<file path="config.mk">
export PLATFORM = sky130hd
export DESIGN_NAME = vector_serializer
export DESIGN_NICKNAME = d
export VERILOG_FILES = /design/src/rtl/vector_serializer.sv
export SDC_FILE = /design/constraint.sdc
export NUM_CORES = 1
export LEC_CHECK = 0
export CELL_PAD_IN_SITES_DETAIL_PLACEMENT = 0
export CELL_PAD_IN_SITES_GLOBAL_PLACEMENT = 1
export CORE_MARGIN = 2
export CORE_UTILIZATION = 44
export CTS_CLUSTER_SIZE = 10
export DETAILED_ROUTE_END_ITERATION = 7
export PLACE_DENSITY_LB_ADDON = 0.3
export SLEW_MARGIN = 20
export SYNTH_ARGS = -nofsm -noshare
export SYNTH_HDL_FRONTEND = slang
export SYNTH_SLANG_ARGS = --single-unit
</file>
<file path="constraint.sdc">
create_clock -name clk -period 11.3 [get_ports clk]
set_input_delay 2.26 -clock clk [delete_from_list [all_inputs] [get_ports clk]]
set_output_delay 2.26 -clock clk [all_outputs]
set_load 0.02 [all_outputs]
</file>
<file path="src/rtl/vector_serializer.sv">
// vector_serializer: unpacks one wide vector into a stream of single
// elements tagged with index and last flag, valid/ready on both sides.
module vector_serializer #(
    parameter int ELEM_WIDTH = 16,
    parameter int ELEM_NUM   = 8,
    parameter int ADDR_WIDTH = 3
) (
    input  logic                           clk,
    input  logic                           rst,
    input  logic [ELEM_NUM*ELEM_WIDTH-1:0] vector_in,
    input  logic                           vector_in_valid,
    output logic                           vector_in_ready,
    output logic [ELEM_WIDTH-1:0]          elem_out,
    output logic [ADDR_WIDTH-1:0]          elem_out_index,
    output logic                           elem_out_last,
    output logic                           elem_out_valid,
    input  logic                           elem_out_ready
);

    typedef enum logic {
        IDLE,
        SEND
    } state_e;

    localparam logic [ADDR_WIDTH-1:0] LAST_IDX = ADDR_WIDTH'(ELEM_NUM - 1);

    state_e                             state_q, state_d;
    logic [ADDR_WIDTH-1:0]              cnt_q, cnt_d;
    logic [ELEM_NUM-1:0][ELEM_WIDTH-1:0] buf_q, buf_d;
    logic [ELEM_WIDTH-1:0]              elem_q, elem_d;

    logic                  is_last;
    logic                  in_hs;
    logic                  out_hs;
    logic [ADDR_WIDTH-1:0] cnt_nxt;

    assign is_last = (cnt_q == LAST_IDX);
    assign in_hs   = (state_q == IDLE) && vector_in_valid;
    assign out_hs  = (state_q == SEND) && elem_out_ready;
    assign cnt_nxt = cnt_q + 1'b1;

    // State, counter, buffer and the held output element.
    always_ff @(posedge clk or posedge rst) begin
        if (rst) begin
            state_q <= IDLE;
            cnt_q   <= '0;
            buf_q   <= '0;
            elem_q  <= '0;
        end else begin
            state_q <= state_d;
            cnt_q   <= cnt_d;
            buf_q   <= buf_d;
            elem_q  <= elem_d;
        end
    end

    // Next-state: capture a vector in IDLE, step through elements in SEND.
    // elem_q is loaded ahead of time so elem_out stays registered and
    // keeps its final value once the vector is drained.
    always_comb begin
        state_d = state_q;
        cnt_d   = cnt_q;
        buf_d   = buf_q;
        elem_d  = elem_q;
        unique case (state_q)
            IDLE: begin
                if (in_hs) begin
                    buf_d   = vector_in;
                    cnt_d   = '0;
                    elem_d  = vector_in[ELEM_WIDTH-1:0];
                    state_d = SEND;
                end
            end
            SEND: begin
                if (out_hs) begin
                    if (is_last) begin
                        cnt_d   = '0;
                        state_d = IDLE;
                    end else begin
                        cnt_d  = cnt_nxt;
                        elem_d = buf_q[cnt_nxt];
                    end
                end
            end
            default: state_d = IDLE;
        endcase
    end

    // Ready is gated by rst so it reads 0 for the whole reset pulse.
    assign vector_in_ready = (state_q == IDLE) && !rst;
    assign elem_out_valid  = (state_q == SEND);
    assign elem_out        = elem_q;
    assign elem_out_index  = elem_out_valid ? cnt_q : '0;
    assign elem_out_last   = elem_out_valid && is_last;

endmodule

</file>
# Word level (Yosys, flattened, before mapping)
# Cells that the tools add are included.
# totals
word_cells	41
reg_bits	148
# classes
order_cmp	1
reduce_logical	8
bitwise_logic	1
n_addsub	1
mux	15
eq_ne	4
# op_table
op	n
two-way mux 16 bit	4
binary-select mux 16 bit (select 3 bit)	1
case mux 16 bit (2 select lines)	1
two-way mux 3 bit	4
case mux 3 bit (2 select lines)	1
logical AND 1 bit	4
less-than comparator 3 x 4 -> 1 bit (second input constant)	1
inequality test 2 bit (second input constant)	2
AND reduction 2 bit	2
adder 3 x 1 -> 3 bit (second input constant)	1
equality test 3 bit (second input constant)	1
two-way mux 1 bit	3
AND reduction 3 bit	1
inequality test 2 x 1 -> 1 bit (second input constant)	1
case mux 1 bit (2 select lines)	1
logical NOT 1 bit	1
NOT 1 bit	1

# Depth between registers and ports, before layout
# Gate-level depths: netlist of run 1.
# depth
ltp_word	6
ltp_mapped	8
ltp_nobuf	6

# Worst setup path before layout of run 1
# Ideal clock, no wire load.
# synth_path
kind	in2out
start	input rst
end	output vector_in_ready
arrival_ps	2540
slack_ps	6500
t_required_ps	9040
cell_stages	1
path_cell_list	nor2_1
# synth_via
elab_chain_len	2
# synth_rtl
item	line_no	text
from (decl)	9	input logic rst,
logical NOT 1 bit	90	assign vector_in_ready = (state_q == IDLE) && !rst;
logical AND 1 bit	90	
to (decl)	12	output logic vector_in_ready,
# Every way passes these cells.

# Final worst setup path of run 1
# Same ends and word-level chain as after synthesis.

==> run metrics, run 1 <==
Clock Skew 9.89 ps; Clock Tree Buf Depth 2; Post-Syn Area 7000 sq um; post-route cell area 9160 sq um; CP Class in2out; Rel. slew slack 0.303; Row Count 46; largest net degree at the start of global routing 82; maxcap violations 0; Ant. Diodes 0; Cells after Synth 521; GP Congestion 0.744; drt pass-1 iters 4; # IOs 154; CTS Buf Count 17; Fin. Hold Viols 0; RSZ-0062 raised after global routing no; CTS tree yes; share of layout cells above drive strength 1 0.251; crit path max-delay cell type clkdlybuf4s50_1; Static Leak 3.91 nW; status finished, final reports clean; starting density of the core 0.446; root buffer cell clkbuf_16; dpl hpwl 12,000 um; Clock Latency Late Sink 420 ps; CTS sink count 148; top_reg_cell synth dfrtp_1; Resized Gates After CTS 0; YS warnings 0; initial antenna violation count 0; Final min period 5730 ps; 1st-iter DRT viols 284; vias in the first global route 4,897; Avg Synthesized Cell Area 13.4 sq um; area delta synth->final 30.8%; Critical Path Sink Type primary output; critical path arrival 3470 ps; Final setup violation count 0; H-Tree Depth 4; Via density 5.28; total grt overflow 0; area post-placement 8560 sq um; filler cell count 1,296; Die Height 130 um; hold_ws 503 ps; most frequent cells in the layout 153 x clkdlybuf4s50_1, 147 x dfrtp_1, 129 x mux2_2; Post-synth ARST share 1.00; Tcrit/Tclk final 0.507; core area 15,700 sq um; Post-CTS Hold Buffers 0; reg-to-reg startpoint cnt_q[0]; Worst Tran Pin Value 1040 ps; FMAX 0.174 GHz; Overall Global Routing Usage 0.208; setup_tns 0 ps; CP Launch Point rst; Slowest Stage Delay on Critical Path 610 ps; Final #Nets 796; chip width 130 um; maximum vdd drop 0.135 mV; register area share after synthesis 0.529; hold path startpoint buf_q[74]; CP cell instances clkdlybuf4s50_1 -> nor2_1 -> clkdlybuf4s50_1; element type at the critical path start input pin; Routed Antenna Nets 0; crit-path most repeated cell clkdlybuf4s50_1; total number of vias 4,702; Netlist cell types 25; commonest non-fill, non-tap cell in the layout clkdlybuf4s50_1; clock-pin slew on the worst setup and hold paths 60 ps; CP Max Fanout 2; PortBufs 153; Post-CTS Setup Inserts 0; drt wl/cell 19.3 um; Crit path required time 9040 ps; Remaining DRCs 0; Pins Over Slew Limit 0; routed wire length 17,100 um; Post-synth EDFFs 0; Yosys reg bits 148; Syn Nets 656; Power Density 278 nW/um^2; worst hold path class reg2reg; die footprint 16,900 sq um; first-pass GRT wire length 26,300 um
-- per-layer routing --
layer / global-route usage / wire length (um) / vias to the layer above
met5: 0 / 0 / -
met4: 0.0519 / 101 / 0
met3: 0.0541 / 810 / 6
met2: 0.343 / 8570 / 99
met1: 0.277 / 7660 / 2408
li1: - / - / 2189
-- stage by stage --
stage	setup slack [ps]	total power, mW	cells	utilization
4_1_cts	5560	2.57	890	0.583
5_1_grt	5540	2.70	890	0.583
3_5_place_dp	5570	1.99	858	0.545
3_3_place_gp	5560	1.95	858	0.545
2_1_floorplan	5060	1.66	521	-
6_report	5570	2.55	890	0.583
-- synth_stat cells (5+ instances only) --
cell type,n,area (sq um)
a21oi_1,16,80.1
a22oi_1,16,120
and2_1,5,31.3
buf_2,9,45.0
buf_4,5,37.5
buf_6,18,203
clkbuf_1,6,22.5
dfrtp_1,148,3700
mux2_2,129,1450
mux2i_1,80,801
nand2_1,18,67.6
nand3_1,32,160
o211ai_1,16,120
-- where the power goes --
group          internal, mW  switching (mW)  leakage (nW)
Clock                 0.365           0.211         0.299
Sequential            0.794           0.155          1.80
Combinational         0.523           0.498          1.81
Total                  1.68           0.864          3.91
-- flip-flops by register name, summed over array words and instances (netlist names) --
register	count
cnt_q	3
buf_q	128
elem_out_valid	1
elem_out	16
-- area by class of cell --
| class | instances | area [sq um] | area share |
|---|---|---|---|
| clock buffer | 24 | 482 | 0.0526 |
| clock inverter | 8 | 123 | 0.0134 |
| inverter | 2 | 12.5 | 0.00137 |
| multi-input combinational | 331 | 2980 | 0.325 |
| sequential | 148 | 3710 | 0.405 |
| tap | 216 | 270 | 0.0295 |
| timing repair buffer | 161 | 1590 | 0.174 |
-- cells by family (layout without fill, tap and decap cells) --
logic type / Yosys count / after routing / share of synthesized area
AO/OA/AOI/OAI: 54 / 54 / 0.0514
adder cells (fa/ha/maj): 3 / 3 / 0.00536
buffers and inverters: 42 / 195 / 0.0464
flip-flops: 148 / 148 / 0.529
multiplexers: 209 / 209 / 0.322
AND/OR/NAND/NOR: 65 / 65 / 0.0463
-- worst max-delay path: cells and delay by family --
kind / cells / cell delay, ps
buf+inv: 2 / 1090
simple gates: 1 / 120
-- final timing paths --
kind	end	slack, ps	cells past startpoint
worst max-delay path	vector_in_ready	5570	3
worst min-delay path	buf_q[74]	500	1
worst max register to register	elem_out[9]	8500	6
worst min register to register	buf_q[74]	500	1
max in group asynchronous	buf_q[65]	7570	3
min in group asynchronous	buf_q[44]	2380	2
Power figures use the tool's default switching activity.
==> run 2, diff against run 1 <==
- CORE_UTILIZATION: 44 -> 37
- clock period: 11.3 -> 4.6 ns (I/O delays scaled with it)
==> run metrics, run 2 (synthesis gave the netlist of run 1 again) <==
status finished, final reports clean; Row Count 50 (+8.7%); core area 18,600 sq um (+19%); Final setup violation count 0 (unchanged); most flop-heavy register buf_q; Worst Tran Pin Value 946 ps (-97.1 ps); filler cell count 1,659 (+28%); dpl hpwl 12,600 um (+5.3%); commonest non-fill, non-tap cell in the layout clkdlybuf4s50_1; Clk pwr share 0.226 (about the same); Via density 5.13 (-3.0%); Critical Path Sink Type primary output; total number of vias 4,655 (-1.0%); Non-Filler Instances 908 (+2.0%); Slowest Stage Delay on Critical Path 660 ps (+50 ps); Pins Over Slew Limit 0 (unchanged); chip width 142 um (+8.8%); crit-path most repeated cell ha_1; Crit path required time 3680 ps (-5360 ps); maximum vdd drop 0.247 mV (+82%); FMAX 0.312 GHz; Clock Latency Late Sink 420 ps (about the same); total grt overflow 0 (unchanged); Tcrit/Tclk final 0.697; crit path max-delay cell type dfrtp_4; Routed Antenna Nets 0 (unchanged); drt pass-1 iters 4 (unchanged); hold_ws 504 ps (+1.14 ps); PortBufs 153 (unchanged); # IOs 154 (unchanged); vias in the first global route 4,937 (+0.82%); Final #Nets 796 (unchanged); worst hold path class reg2reg; Overall Global Routing Usage 0.184 (-0.0245); maxcap violations 0 (unchanged); 1st-iter DRT viols 343 (+21%); critical path arrival 2290 ps (-1180 ps); initial antenna violation count 0 (unchanged); setup_tns 0 ps (unchanged); CTS sink count 148 (unchanged); Placed Cells 876 (+2.1%); largest net degree at the start of global routing 81 (-1.2%); area delta synth->final 31.4%; Resized Gates After CTS 0 (unchanged); Internal 4.13 mW (+150%); CP cell instances ha_1 -> ha_1 -> and2_1 -> clkdlybuf4s50_1; Rel. slew slack 0.366 (+0.0633); drt wl/cell 19.5 um (+1.1%); Sw Ratio 0.343 (+0.00303); element type at the critical path start flip-flop; H-Tree Depth 4 (unchanged); CTS Buf Count 17 (unchanged); Die Height 142 um (+8.8%); Clock Tree Buf Depth 2 (unchanged); Remaining DRCs 0 (unchanged); Clock Skew 6.39 ps (-3.50 ps); CTS tree yes; Final min period 3210 ps; Power Density 683 nW/um^2 (+150%); max reg flops 128 (unchanged); starting density of the core 0.376 (-0.0701); routed wire length 17,700 um (+3.2%); first-pass GRT wire length 27,600 um (+4.7%); CP Max Fanout 22 (+20); Fin. Hold Viols 0 (unchanged); Static Leak 3.91 nW (about the same); setup ws final 1390 ps (-4170 ps); share of layout cells above drive strength 1 0.254 (+0.00297); Post-CTS Setup Inserts 0 (unchanged); CP Class reg2out; Setup WS pre-CTS 1410 ps (-4160 ps); Combinational Power Share 0.399 (-0.002); most frequent cells in the layout 153 x clkdlybuf4s50_1, 147 x dfrtp_1, 129 x mux2_2; RSZ-0062 raised after global routing no; Post-CTS Hold Buffers 0 (unchanged); clock-pin slew on the worst setup and hold paths 60 ps (about the same); die footprint 20,000 sq um (+18%); Ant. Diodes 0 (unchanged); Seq pwr share 0.374 (about the same); GP Congestion 0.766 (+2.9%); NetSw 2.15 mW (+150%); root buffer cell clkbuf_16
run 2: through the flow:
step | utilization | power, mW | cell area [sq um]
final | 0.493 | 6.28 | 9200
after global routing | 0.493 | 6.69 | 9200
after CTS | 0.493 | 6.37 | 9200
after detailed placement | 0.461 | 4.93 | 8590
after global placement | 0.461 | 4.82 | 8590
after floorplan | - | 4.09 | 7010
run 2: critical path: cells and delay by family, from the launching register on:
kind,cells,cell delay [ps]
buf+inv,1,620
simple gates,1,130
fa+ha+maj,2,460
flops,1,660
run 2: layout make-up:
class                      count  area (sq um)  area share
sequential                   148          3710       0.403
multi-input combinational    331          2980       0.324
timing repair buffer         161          1600       0.174
clock buffer                  23           478      0.0520
tap                          234           293      0.0318
clock inverter                 9           126      0.0137
inverter                       2          11.3     0.00122
run 2: path summary, 6_finish.rpt:
check / depth (start not counted) / to / slack [ps] / start
max in group asynchronous: 3 / elem_out[10] / 2680 / rst
max reg2reg: 7 / elem_out[1] / 1890 / cnt_q[0]
min in group asynchronous: 2 / buf_q[63] / 970 / rst
min: 1 / buf_q[113] / 500 / buf_q[113]
max: 4 / elem_out_last / 1390 / cnt_q[0]
min reg2reg: 1 / buf_q[113] / 500 / buf_q[113]
run 2: layer usage:
metal,share of wire,vias up,global-route usage
met5,0,-,0
met4,0.0096,0,0.0553
met3,0.054,13,0.0442
met2,0.49,126,0.298
met1,0.44,2340,0.246
li1,-,2176,-
run 2: power groups by stage:
| stage | clock (mW) | sequential, mW | combinational, mW |
|---|---|---|---|
| 6_report | 1.42 | 2.35 | 2.51 |
| 5_1_grt | 1.51 | 2.45 | 2.73 |
| 4_1_cts | 1.46 | 2.36 | 2.56 |
| 2_1_floorplan | 0 | 2.30 | 1.79 |
| 3_3_place_gp | 0 | 2.35 | 2.48 |
| 3_5_place_dp | 0 | 2.38 | 2.55 |
